### src/rtl/conv_pkg.sv
// Shared encodings and size helpers for the buffered convolution engine.
package conv_pkg;

  typedef enum logic [1:0] {
    SEL_INPUT   = 2'd0,
    SEL_WEIGHTS = 2'd1,
    SEL_RESULT  = 2'd2,
    SEL_NONE    = 2'd3
  } host_sel_e;

  typedef enum logic [2:0] {
    ST_IDLE,
    ST_FETCH,
    ST_DRAIN,
    ST_WRITE,
    ST_DONE
  } conv_state_e;

  function automatic int out_size(int i_size, int k_size, int stride);
    return (i_size - k_size) / stride + 1;
  endfunction

  function automatic int tap_count(int i_channels, int k_size);
    return i_channels * k_size * k_size;
  endfunction

  function automatic int out_count(int k_channels, int o);
    return k_channels * o * o;
  endfunction

  // Counter width that never collapses to zero bits.
  function automatic int cnt_w(int n);
    return (n <= 1) ? 1 : $clog2(n);
  endfunction

  function automatic int acc_w(int i_bit_width, int n);
    return 2 * i_bit_width + $clog2(n);
  endfunction

  function automatic longint sat_max(int rw);
    return (longint'(1) <<< (rw - 1)) - 1;
  endfunction

  function automatic longint sat_min(int rw);
    return -(longint'(1) <<< (rw - 1));
  endfunction

endpackage

### src/rtl/conv_addr_gen.sv
// Nested tap/output counters for the convolution walk; emits the three buffer addresses.
module conv_addr_gen
  import conv_pkg::*;
#(
  parameter int I_SIZE     = 5,
  parameter int I_CHANNELS = 1,
  parameter int K_CHANNELS = 3,
  parameter int K_SIZE     = 3,
  parameter int STRIDE     = 1,
  parameter int ADDR_WIDTH = 16
) (
  input  logic                  clk,
  input  logic                  rstn,
  input  logic                  clr,
  input  logic                  tap_adv,
  input  logic                  out_adv,
  output logic [ADDR_WIDTH-1:0] in_addr,
  output logic [ADDR_WIDTH-1:0] wt_addr,
  output logic [ADDR_WIDTH-1:0] res_addr,
  output logic                  last_tap,
  output logic                  last_output
);

  localparam int O   = out_size(I_SIZE, K_SIZE, STRIDE);
  localparam int N   = tap_count(I_CHANNELS, K_SIZE);
  localparam int CW  = cnt_w(I_CHANNELS);
  localparam int KW  = cnt_w(K_SIZE);
  localparam int KCW = cnt_w(K_CHANNELS);
  localparam int OW  = cnt_w(O);

  logic [CW-1:0]  c;
  logic [KW-1:0]  kr, kc;
  logic [KCW-1:0] k;
  logic [OW-1:0]  orow, ocol;

  logic last_c, last_kr, last_kc, last_k, last_orow, last_ocol;

  assign last_c    = (c    == CW'(I_CHANNELS - 1));
  assign last_kr   = (kr   == KW'(K_SIZE - 1));
  assign last_kc   = (kc   == KW'(K_SIZE - 1));
  assign last_k    = (k    == KCW'(K_CHANNELS - 1));
  assign last_orow = (orow == OW'(O - 1));
  assign last_ocol = (ocol == OW'(O - 1));

  assign last_tap    = last_c & last_kr & last_kc;
  assign last_output = last_k & last_orow & last_ocol;

  // Tap counters wrap by themselves after the last tap, so each output starts at tap 0.
  always_ff @(posedge clk or negedge rstn) begin
    if (!rstn) begin
      c <= '0; kr <= '0; kc <= '0;
      k <= '0; orow <= '0; ocol <= '0;
    end else if (clr) begin
      c <= '0; kr <= '0; kc <= '0;
      k <= '0; orow <= '0; ocol <= '0;
    end else begin
      if (tap_adv) begin
        kc <= last_kc ? '0 : kc + 1'b1;
        if (last_kc) begin
          kr <= last_kr ? '0 : kr + 1'b1;
          if (last_kr) c <= last_c ? '0 : c + 1'b1;
        end
      end
      if (out_adv) begin
        ocol <= last_ocol ? '0 : ocol + 1'b1;
        if (last_ocol) begin
          orow <= last_orow ? '0 : orow + 1'b1;
          if (last_orow) k <= last_k ? '0 : k + 1'b1;
        end
      end
    end
  end

  int in_row, in_col;

  always_comb begin
    in_row   = int'(orow) * STRIDE + int'(kr);
    in_col   = int'(ocol) * STRIDE + int'(kc);
    in_addr  = ADDR_WIDTH'(int'(c) * I_SIZE * I_SIZE + in_row * I_SIZE + in_col);
    wt_addr  = ADDR_WIDTH'(int'(k) * N + int'(c) * K_SIZE * K_SIZE + int'(kr) * K_SIZE + int'(kc));
    res_addr = ADDR_WIDTH'(int'(k) * O * O + int'(orow) * O + int'(ocol));
  end

endmodule

### src/rtl/gbuffer.sv
// Single-port buffer: registered read every cycle (1-cycle latency), synchronous write.
module gbuffer
  import conv_pkg::*;
#(
  parameter int DATA_WIDTH = 8,
  parameter int ADDR_WIDTH = 16,
  parameter int DEPTH      = 16
) (
  input  logic                  clk,
  input  logic                  we,
  input  logic [ADDR_WIDTH-1:0] addr,
  input  logic [DATA_WIDTH-1:0] wdata,
  output logic [DATA_WIDTH-1:0] rdata
);

  localparam int AIW = cnt_w(DEPTH);

  logic [DATA_WIDTH-1:0] mem [DEPTH];
  logic                  in_range;

  assign in_range = ({1'b0, addr} < (ADDR_WIDTH+1)'(DEPTH));

  always_ff @(posedge clk) begin
    if (in_range) begin
      rdata <= mem[addr[AIW-1:0]];
      if (we) mem[addr[AIW-1:0]] <= wdata;
    end
  end

endmodule

### src/rtl/conv_engine_buf.sv
// Multi-channel, multi-kernel strided convolution over three host-loaded buffers.
// Define CONV_RELU_EN to clamp negative writeback values to zero.
module conv_engine_buf
  import conv_pkg::*;
#(
  parameter int I_BIT_WIDTH = 8,
  parameter int I_SIZE      = 5,
  parameter int I_CHANNELS  = 1,
  parameter int K_CHANNELS  = 3,
  parameter int K_SIZE      = 3,
  parameter int STRIDE      = 1,
  parameter int ADDR_WIDTH  = 16
) (
  input  logic                     clk,
  input  logic                     rstn,
  input  logic                     start,
  output logic                     busy,
  output logic                     done,
  input  logic [1:0]               host_sel,
  input  logic                     host_wen,
  input  logic                     host_ren,
  input  logic [ADDR_WIDTH-1:0]    host_addr,
  input  logic [I_BIT_WIDTH-1:0]   host_wdata,
  output logic [2*I_BIT_WIDTH-1:0] host_rdata,
  output logic                     host_rvalid
);

  localparam int RW       = 2 * I_BIT_WIDTH;
  localparam int O        = out_size(I_SIZE, K_SIZE, STRIDE);
  localparam int N        = tap_count(I_CHANNELS, K_SIZE);
  localparam int T        = out_count(K_CHANNELS, O);
  localparam int ACC_W    = acc_w(I_BIT_WIDTH, N);
  localparam int IN_SPAN  = I_CHANNELS * I_SIZE * I_SIZE;
  localparam int WT_SPAN  = K_CHANNELS * N;
  localparam int RES_SPAN = T;

  localparam logic signed [ACC_W-1:0] ACC_MAX = ACC_W'(sat_max(RW));
  localparam logic signed [ACC_W-1:0] ACC_MIN = ACC_W'(sat_min(RW));

  if (I_SIZE < K_SIZE) begin : g_err_size
    $error("conv_engine_buf: I_SIZE must not be smaller than K_SIZE");
  end
  if (STRIDE < 1 || ((I_SIZE - K_SIZE) % STRIDE) != 0) begin : g_err_stride
    $error("conv_engine_buf: STRIDE must be >= 1 and divide I_SIZE-K_SIZE");
  end
  if (longint'(IN_SPAN) > (longint'(1) <<< ADDR_WIDTH) ||
      longint'(WT_SPAN) > (longint'(1) <<< ADDR_WIDTH) ||
      longint'(RES_SPAN) > (longint'(1) <<< ADDR_WIDTH)) begin : g_err_span
    $error("conv_engine_buf: a buffer span exceeds the address space");
  end

  conv_state_e state;

  logic                    idle, host_ok, host_wr, host_rd;
  logic                    tap_vld;
  logic signed [ACC_W-1:0] acc;
  logic signed [RW-1:0]    prod;
  logic [RW-1:0]           sat, wb;

  logic [ADDR_WIDTH-1:0]  in_addr, wt_addr, res_addr;
  logic                   last_tap, last_output;
  logic [I_BIT_WIDTH-1:0] in_rdata, wt_rdata;
  logic [RW-1:0]          res_rdata;

  // Start wins over a same-cycle host access; nothing from the host is honoured while running.
  assign idle    = (state == ST_IDLE);
  assign host_ok = idle & ~start;
  assign host_wr = host_ok & host_wen;
  assign host_rd = host_ok & host_ren & ~host_wen & (host_sel == SEL_RESULT);

  conv_addr_gen #(
    .I_SIZE     (I_SIZE),
    .I_CHANNELS (I_CHANNELS),
    .K_CHANNELS (K_CHANNELS),
    .K_SIZE     (K_SIZE),
    .STRIDE     (STRIDE),
    .ADDR_WIDTH (ADDR_WIDTH)
  ) u_addr_gen (
    .clk         (clk),
    .rstn        (rstn),
    .clr         (idle & start),
    .tap_adv     (state == ST_FETCH),
    .out_adv     (state == ST_WRITE),
    .in_addr     (in_addr),
    .wt_addr     (wt_addr),
    .res_addr    (res_addr),
    .last_tap    (last_tap),
    .last_output (last_output)
  );

  gbuffer #(.DATA_WIDTH(I_BIT_WIDTH), .ADDR_WIDTH(ADDR_WIDTH), .DEPTH(IN_SPAN)) u_in_buf (
    .clk   (clk),
    .we    (host_wr & (host_sel == SEL_INPUT)),
    .addr  (idle ? host_addr : in_addr),
    .wdata (host_wdata),
    .rdata (in_rdata)
  );

  gbuffer #(.DATA_WIDTH(I_BIT_WIDTH), .ADDR_WIDTH(ADDR_WIDTH), .DEPTH(WT_SPAN)) u_wt_buf (
    .clk   (clk),
    .we    (host_wr & (host_sel == SEL_WEIGHTS)),
    .addr  (idle ? host_addr : wt_addr),
    .wdata (host_wdata),
    .rdata (wt_rdata)
  );

  gbuffer #(.DATA_WIDTH(RW), .ADDR_WIDTH(ADDR_WIDTH), .DEPTH(RES_SPAN)) u_res_buf (
    .clk   (clk),
    .we    (state == ST_WRITE),
    .addr  (idle ? host_addr : res_addr),
    .wdata (wb),
    .rdata (res_rdata)
  );

  assign prod       = RW'($signed(in_rdata)) * RW'($signed(wt_rdata));
  assign host_rdata = host_rvalid ? res_rdata : '0;

  always_comb begin
    sat = acc[RW-1:0];
    if (acc > ACC_MAX)      sat = ACC_MAX[RW-1:0];
    else if (acc < ACC_MIN) sat = ACC_MIN[RW-1:0];
`ifdef CONV_RELU_EN
    wb = sat[RW-1] ? '0 : sat;
`else
    wb = sat;
`endif
  end

  // Buffer data lags its address by one cycle, so tap_vld marks the cycle a product is ready.
  always_ff @(posedge clk or negedge rstn) begin
    if (!rstn) begin
      state       <= ST_IDLE;
      busy        <= 1'b0;
      done        <= 1'b0;
      tap_vld     <= 1'b0;
      acc         <= '0;
      host_rvalid <= 1'b0;
    end else begin
      done        <= 1'b0;
      host_rvalid <= host_rd;
      tap_vld     <= (state == ST_FETCH);
      if (tap_vld) acc <= acc + ACC_W'(prod);
      unique case (state)
        ST_IDLE: begin
          if (start) begin
            state <= ST_FETCH;
            busy  <= 1'b1;
            acc   <= '0;
          end
        end
        ST_FETCH: if (last_tap) state <= ST_DRAIN;
        ST_DRAIN: state <= ST_WRITE;
        ST_WRITE: begin
          acc <= '0;
          if (last_output) begin
            state <= ST_DONE;
            done  <= 1'b1;
          end else begin
            state <= ST_FETCH;
          end
        end
        ST_DONE: begin
          state <= ST_IDLE;
          busy  <= 1'b0;
        end
        default: state <= ST_IDLE;
      endcase
    end
  end

endmodule
### config.mk
export PLATFORM = sky130hd
export DESIGN_NAME = conv_engine_buf
export DESIGN_NICKNAME = d
export VERILOG_FILES = /design/src/rtl/conv_pkg.sv /design/src/rtl/conv_addr_gen.sv /design/src/rtl/gbuffer.sv /design/src/rtl/conv_engine_buf.sv
export SDC_FILE = /design/constraint.sdc
export NUM_CORES = 1
export LEC_CHECK = 0
export ABC_AREA = 1
export CORE_ASPECT_RATIO = 0.8
export CORE_MARGIN = 3
export CORE_UTILIZATION = 37
export CTS_CLUSTER_DIAMETER = 40
export DETAILED_ROUTE_END_ITERATION = 10
export REMOVE_ABC_BUFFERS = 1
export SYNTH_ARGS = -nofsm -noshare
export SYNTH_HDL_FRONTEND = slang
export SYNTH_SLANG_ARGS = --single-unit
### constraint.sdc
create_clock -name clk -period 9.65 [get_ports clk]
set_input_delay 1.93 -clock clk [delete_from_list [all_inputs] [get_ports clk]]
set_output_delay 1.93 -clock clk [all_outputs]
set_load 0.02 [all_outputs]
==> results.sh, run 1 <==
export IMPL_die_w_um=382.8
export IMPL_whs_endpoint="acc[7]"
export IMPL_synth_area_leaders="edfxtp_1, nand2_1, fa_1"
export IMPL_final_cell_area_mm2=0.04793
export IMPL_rr_endpoint="u_in_buf.mem[19][7]"
export IMPL_yosysWarnings=0
export IMPL_path_clk_slew_ns=0.06
export IMPL_hold_class="flip-flop to flip-flop"
export IMPL_synth_ff_type="edfxtp_1"
export IMPL_vias_per_cell=5.095
export IMPL_status="complete, no violations"
export IMPL_htreeDepth=3
export IMPL_cts_root_buf="clkbuf_16"
export IMPL_wl_per_cell_um=20.02
export IMPL_drv_cap=0
export IMPL_hp_start="acc[7]"
export IMPL_synth_seq_cells=917
export IMPL_cts_resized=0
export IMPL_numCtsBuffers=105
export IMPL_cts_setup_buffers=0
export IMPL_cts_num_sinks=917
export IMPL_start_util_pct=37.66
export IMPL_worstSetupPathType="flip-flop to flip-flop"
export IMPL_die_area_mm2=0.1177
export IMPL_final_common_cell="nand2_1"
export IMPL_async_flop_share_pct=4.035
export IMPL_drc_errors=0
export IMPL_crit_fanout=36
export IMPL_grt_pass1_wl_um=165500
export IMPL_drv_slew=0
export IMPL_ctsHoldBuffers=0
export IMPL_finalHoldViolCount=0
export IMPL_grt_overflow=0
export IMPL_grt_max_degree=66
export IMPL_layout_nets=4092
export IMPL_synth_area_per_cell_um2=11.04
export IMPL_fin_worst_skew_ns=0.06239
export IMPL_vias=27835
export IMPL_tightest_slew_ns=1.297
export IMPL_cts_tree="done"
export IMPL_most_common_layout_cells="nand2_1, edfxtp_1, inv_1"
export IMPL_syn_area_mm2=0.04201
export IMPL_rows=109
export IMPL_end_kind="flip-flop"
export IMPL_placed_area_mm2=0.04433
export IMPL_rrSetupSlack_ns=3.77
export IMPL_synth_distinct_cells=52
export IMPL_dieHeight_um=307.4
export IMPL_max_slew_margin_rel_pct=12.87
export IMPL_period_share_pct=60.95
export IMPL_start_kind="flip-flop"
export IMPL_drt_first_iter_violations=3225
export IMPL_dpl_hpwl_um=68520
export IMPL_fin_crit_ns=5.882
export IMPL_core_mm2=0.1116
export IMPL_synth_largest_area_cell="edfxtp_1"
export IMPL_synth_top_cell_area_share_pct=62.90
export IMPL_place_gp_congestion=0.8594
export IMPL_io_pins=50
export IMPL_antenna_found_initial=3
export IMPL_ant_nets=0
export IMPL_cts_buffer_depth=3
export IMPL_synthesis_instances=3806
export IMPL_clk_latency_ns=0.72
export IMPL_port_buffers=49
export IMPL_whs_path_depth=2
export IMPL_drive_gt1_share_pct=8.857
export IMPL_setup_viol=0
export IMPL_crit_required_ns=9.96
export IMPL_wl_um=109300
export IMPL_grt_pass1_vias=26188
export IMPL_grt_usage_pct=18.45
export IMPL_drtPass1Iterations=7
export IMPL_r2r_cells=16
export IMPL_seq_area_frac_synth_pct=65.10
export IMPL_max_freq_mhz=170.0
export IMPL_r2r_start="u_addr_gen.kc[0]"
export IMPL_finalSetupTns_ns=0
export IMPL_synth_edff_count=880
export IMPL_area_growth_pct=14.07
export IMPL_rsz0062_at_grt="no"
export IMPL_crit_arrival_ns=6.20
how the worst max path moves through the flow:
stage                           end        startpoint
3_3_place_gp    u_in_buf.mem[22][2]      host_addr[0]
3_5_place_dp    u_in_buf.mem[22][2]      host_addr[0]
6_report        u_in_buf.mem[19][7]  u_addr_gen.kc[0]
5_1_grt          u_in_buf.mem[3][7]  u_addr_gen.kc[0]
4_1_cts         u_in_buf.mem[19][7]  u_addr_gen.kc[0]
2_1_floorplan  u_res_buf.mem[22][0]      host_addr[0]
synth_stat cells (all sizes together) (5+ instances only):
cell	count
inv	291
buf	107
nor4	5
a21oi	110
nand2	1525
fa	95
o21ai	81
nand3	174
edfxtp	880
o211ai	7
xor2	9
nor2	137
nor3	59
or2	8
dfrtp	37
xnor2	7
clkbuf	50
a22oi	24
ha	86
and2	6
a211oi	7
nand4	72
a31oi	6
cell families (layout without fill, tap and decap cells):
group	Yosys count	count (layout)	share of synthesized area, %
AOI/OAI and AO/OA	249	249	3.329
and+or+nand+nor	1991	1991	19.57
DFF	917	917	65.10
other	0	2	0
adders and majority gates	181	181	7.088
buffers and inverters	452	609	4.580
xor gates and xnor gates	16	16	0.3336
worst max-delay path, stage by stage, from the launching register on:
cell and delay (ns):
dfrtp_1 0.46, ha_1 0.23, fa_1 0.43, ha_1 0.23, ha_1 0.27, ha_1 0.30
inv_1 0.06, fa_1 0.53, inv_1 0.07, o21ai_4 0.13, buf_4 0.45, nand2_4 0.20
clkinv_2 0.33, nand2_2 0.10, nand4_1 0.16, nand4_4 0.34, nor3_1 1.13
layout make-up:
type,count,area (µm²)
clock inverter,73,923.4
inverter,295,1112
clock buffer,117,2673
sequential,917,27350
tap,1498,1874
timing repair buffer,124,1008
fill,10481,63630
multi-input combinational,2437,12980
antenna,2,5.005
sequential cells by signal (all words and copies together) (netlist names), 3 cells and up:
register,flops
u_res_buf.rdata,16
u_in_buf.mem,200
u_wt_buf.mem,216
u_wt_buf.rdata,8
acc,20
u_in_buf.rdata,8
state,3
u_res_buf.mem,432
metal layers:
layer | global-route usage (%) | up-vias | part of all wire, % | wire length (µm)
met1 | 29.31 | 13624 | 47 | 51460
met4 | 3.661 | 0 | 1.5 | 1660
met5 | 0 | - | 0 | 0
li1 | - | 12932 | - | -
met2 | 25.69 | 1146 | 41 | 45340
met3 | 4.074 | 133 | 10 | 10880
per-stage QoR:
stage | instances | hold WS [ns] | setup slack (ns) | util (%)
finish | 5463 | 0.5433 | 3.768 | 42.96
detailed placement | 5271 | 0.5246 | 3.180 | 39.73
floorplan | 3649 | 0.4902 | 3.885 | -
global placement | 5271 | 0.5086 | 3.297 | 39.73
CTS | 5461 | 0.5433 | 3.729 | 42.96
global route | 5461 | 0.5635 | 3.486 | 42.96
Power of run 1 is not shown: default switching activity piles up to over one toggle a cycle in this logic, so the estimate is an artifact.
==> inputs of run 2 (changes only) <==
==> constraint.sdc (replaced) <==
create_clock -name clk -period 4.75 [get_ports clk]
set_input_delay 0.95 -clock clk [delete_from_list [all_inputs] [get_ports clk]]
set_output_delay 0.95 -clock clk [all_outputs]
set_load 0.02 [all_outputs]
==> run 2 against run 1 <==
- sequential share of layout area fell by 2.1 points
- non-clock buffer count is 152 higher
- register-to-register slack lost 3.6 ns
- die area unchanged
- flip-flop and latch count is the same
- core utilization is 1.6 points higher
- routed wire length decreased by 2.0%
- hold slack got worse by 0.16 ns
- fmax increased by 28%
- critical path depth is 5 higher
- count of clock-buffer cells in the layout up 10
- global-route usage down 0.38 points
- critical path type unchanged
==> results.sh, run 2 (synthesis results as in run 1) <==
export IMPL_fin_worst_skew_ns=0.08405
export IMPL_finalHoldViolCount=0
export IMPL_vias_per_cell=4.946
export IMPL_largest_reg_flops=432
export IMPL_core_mm2=0.1116
export IMPL_worstSetupPathType="flip-flop to flip-flop"
export IMPL_end_kind="flip-flop"
export IMPL_cts_root_buf="clkbuf_16"
export IMPL_wl_per_cell_um=19.05
export IMPL_die_area_mm2=0.1177
export IMPL_drt_first_iter_violations=2863
export IMPL_grt_pass1_vias=26624
export IMPL_fillers=10341
export IMPL_fin_crit_ns=4.606
export IMPL_drive_gt1_share_pct=14.10
export IMPL_drv_slew=0
export IMPL_grt_pass1_wl_um=162900
export IMPL_dpl_hpwl_um=68490
export IMPL_max_slew_margin_rel_pct=21.56
export IMPL_wl_um=107200
export IMPL_layout_nets=4248
export IMPL_cts_tree="done"
export IMPL_regArea_mm2=0.02735
export IMPL_clk_latency_ns=0.72
export IMPL_htreeDepth=3
export IMPL_tightest_slew_ns=1.177
export IMPL_area_growth_pct=18.40
export IMPL_io_pins=50
export IMPL_drv_cap=0
export IMPL_multiInputGateArea_mm2=0.01339
export IMPL_dieHeight_um=307.4
export IMPL_crit_required_ns=5.33
export IMPL_most_common_layout_cells="nand2_1, edfxtp_1, inv_1"
export IMPL_start_util_pct=37.66
export IMPL_status="complete, no violations"
export IMPL_ant_nets=0
export IMPL_max_freq_mhz=217.1
export IMPL_setup_viol=0
export IMPL_grt_max_degree=71
export IMPL_place_gp_congestion=0.8417
export IMPL_antenna_found_initial=2
export IMPL_path_clk_slew_ns=0.06
export IMPL_grt_overflow=0
export IMPL_drc_errors=0
export IMPL_final_common_cell="nand2_1"
export IMPL_grt_usage_pct=18.07
export IMPL_die_w_um=382.8
export IMPL_startpoint="u_in_buf.rdata[7]"
export IMPL_rsz0062_at_grt="yes"
export IMPL_vias=27826
export IMPL_period_share_pct=96.96
export IMPL_cts_num_sinks=917
export IMPL_numCtsBuffers=109
export IMPL_dp_slack_ns=-0.05416
export IMPL_diodes=0
export IMPL_cts_buffer_depth=3
export IMPL_crit_arrival_ns=5.19
export IMPL_hold_class="input port to asynchronous set/reset pin"
export IMPL_fin_ws_ns=0.1443
export IMPL_crit_fanout=5
export IMPL_r2r_start="u_in_buf.rdata[7]"
export IMPL_port_buffers=49
export IMPL_rows=109
export IMPL_start_kind="flip-flop"
export IMPL_drtPass1Iterations=6
[run 2: changes by cell type in the layout (fill, tap and decap cells not counted), sizes merged]
cell / delta
buf: +151
clkbuf: +11
clkinv: +5
bufinv: -4
clkinvlp: +2
diode: -2
[run 2: layout make-up]
type                            count  share of cell area [%]
Inverter                          295                   2.251
Clock inverter                     76                   1.753
Tap cell                         1498                   3.768
Multi-Input combinational cell   2437                   26.91
Sequential cell                   917                   54.99
Timing Repair Buffer              276                   4.651
Clock buffer                      127                   5.682
[run 2: final timing paths]
path	end	slack [ns]	cells after the start
max	acc[19]	0.14	21
min	acc[3]	0.38	1
max reg2reg	acc[19]	0.14	21
min reg2reg	acc[6]	0.54	2
max in group asynchronous	host_rvalid	3.73	1
min in group clk	acc[6]	0.54	2
[run 2: routing by layer]
metal | track usage, % | share of wire (%)
met1 | 28.33 | 48
met2 | 25.74 | 42
met3 | 3.389 | 8.7
met4 | 4.255 | 1.8
met5 | 0 | 0
[run 2: critical path: stages (launching register included)]
cell      delay [ns]
edfxtp_1        0.49
nand2_1         0.13
inv_2           0.04
fa_1            0.57
inv_2           0.08
buf_6           0.12
fa_1            0.49
inv_2           0.05
fa_1            0.50
fa_1            0.49
ha_1            0.35
ha_4            0.32
nand2_4         0.08
nor2_4          0.12
inv_2           0.05
nor4_4          0.22
nand2_2         0.07
nand2_2         0.07
nand3_2         0.05
nand2_1         0.05
nor2_1          0.04
nor2_1          0.09
[run 2: metrics by stage]
| step | hold slack (ns) | utilization [%] | instances | instance area, µm² | TNS (ns) |
|---|---|---|---|---|---|
| global route | 0.4305 | 44.59 | 5626 | 49740 | -0.3431 |
| CTS | 0.3632 | 44.10 | 5608 | 49190 | 0 |
| finish | 0.3806 | 44.59 | 5626 | 49740 | 0 |
| global placement | 0.5115 | 40.73 | 5405 | 45440 | -0.09523 |
| floorplan | 0.4902 | - | 3649 | 41200 | -292.68 |
| detailed placement | 0.5325 | 40.73 | 5405 | 45440 | -0.1519 |
[run 2: what timing repair did]
item | CTS | global route
gates cloned | 0 | 1
setup buffers | 0 | 18
endpoints found under the setup margin | 7 | 461
hold buffers | 0 | 0
pin swaps | 4 | 37
gates resized for setup | 10 | 99
Power of run 2 is left out for the same reason.
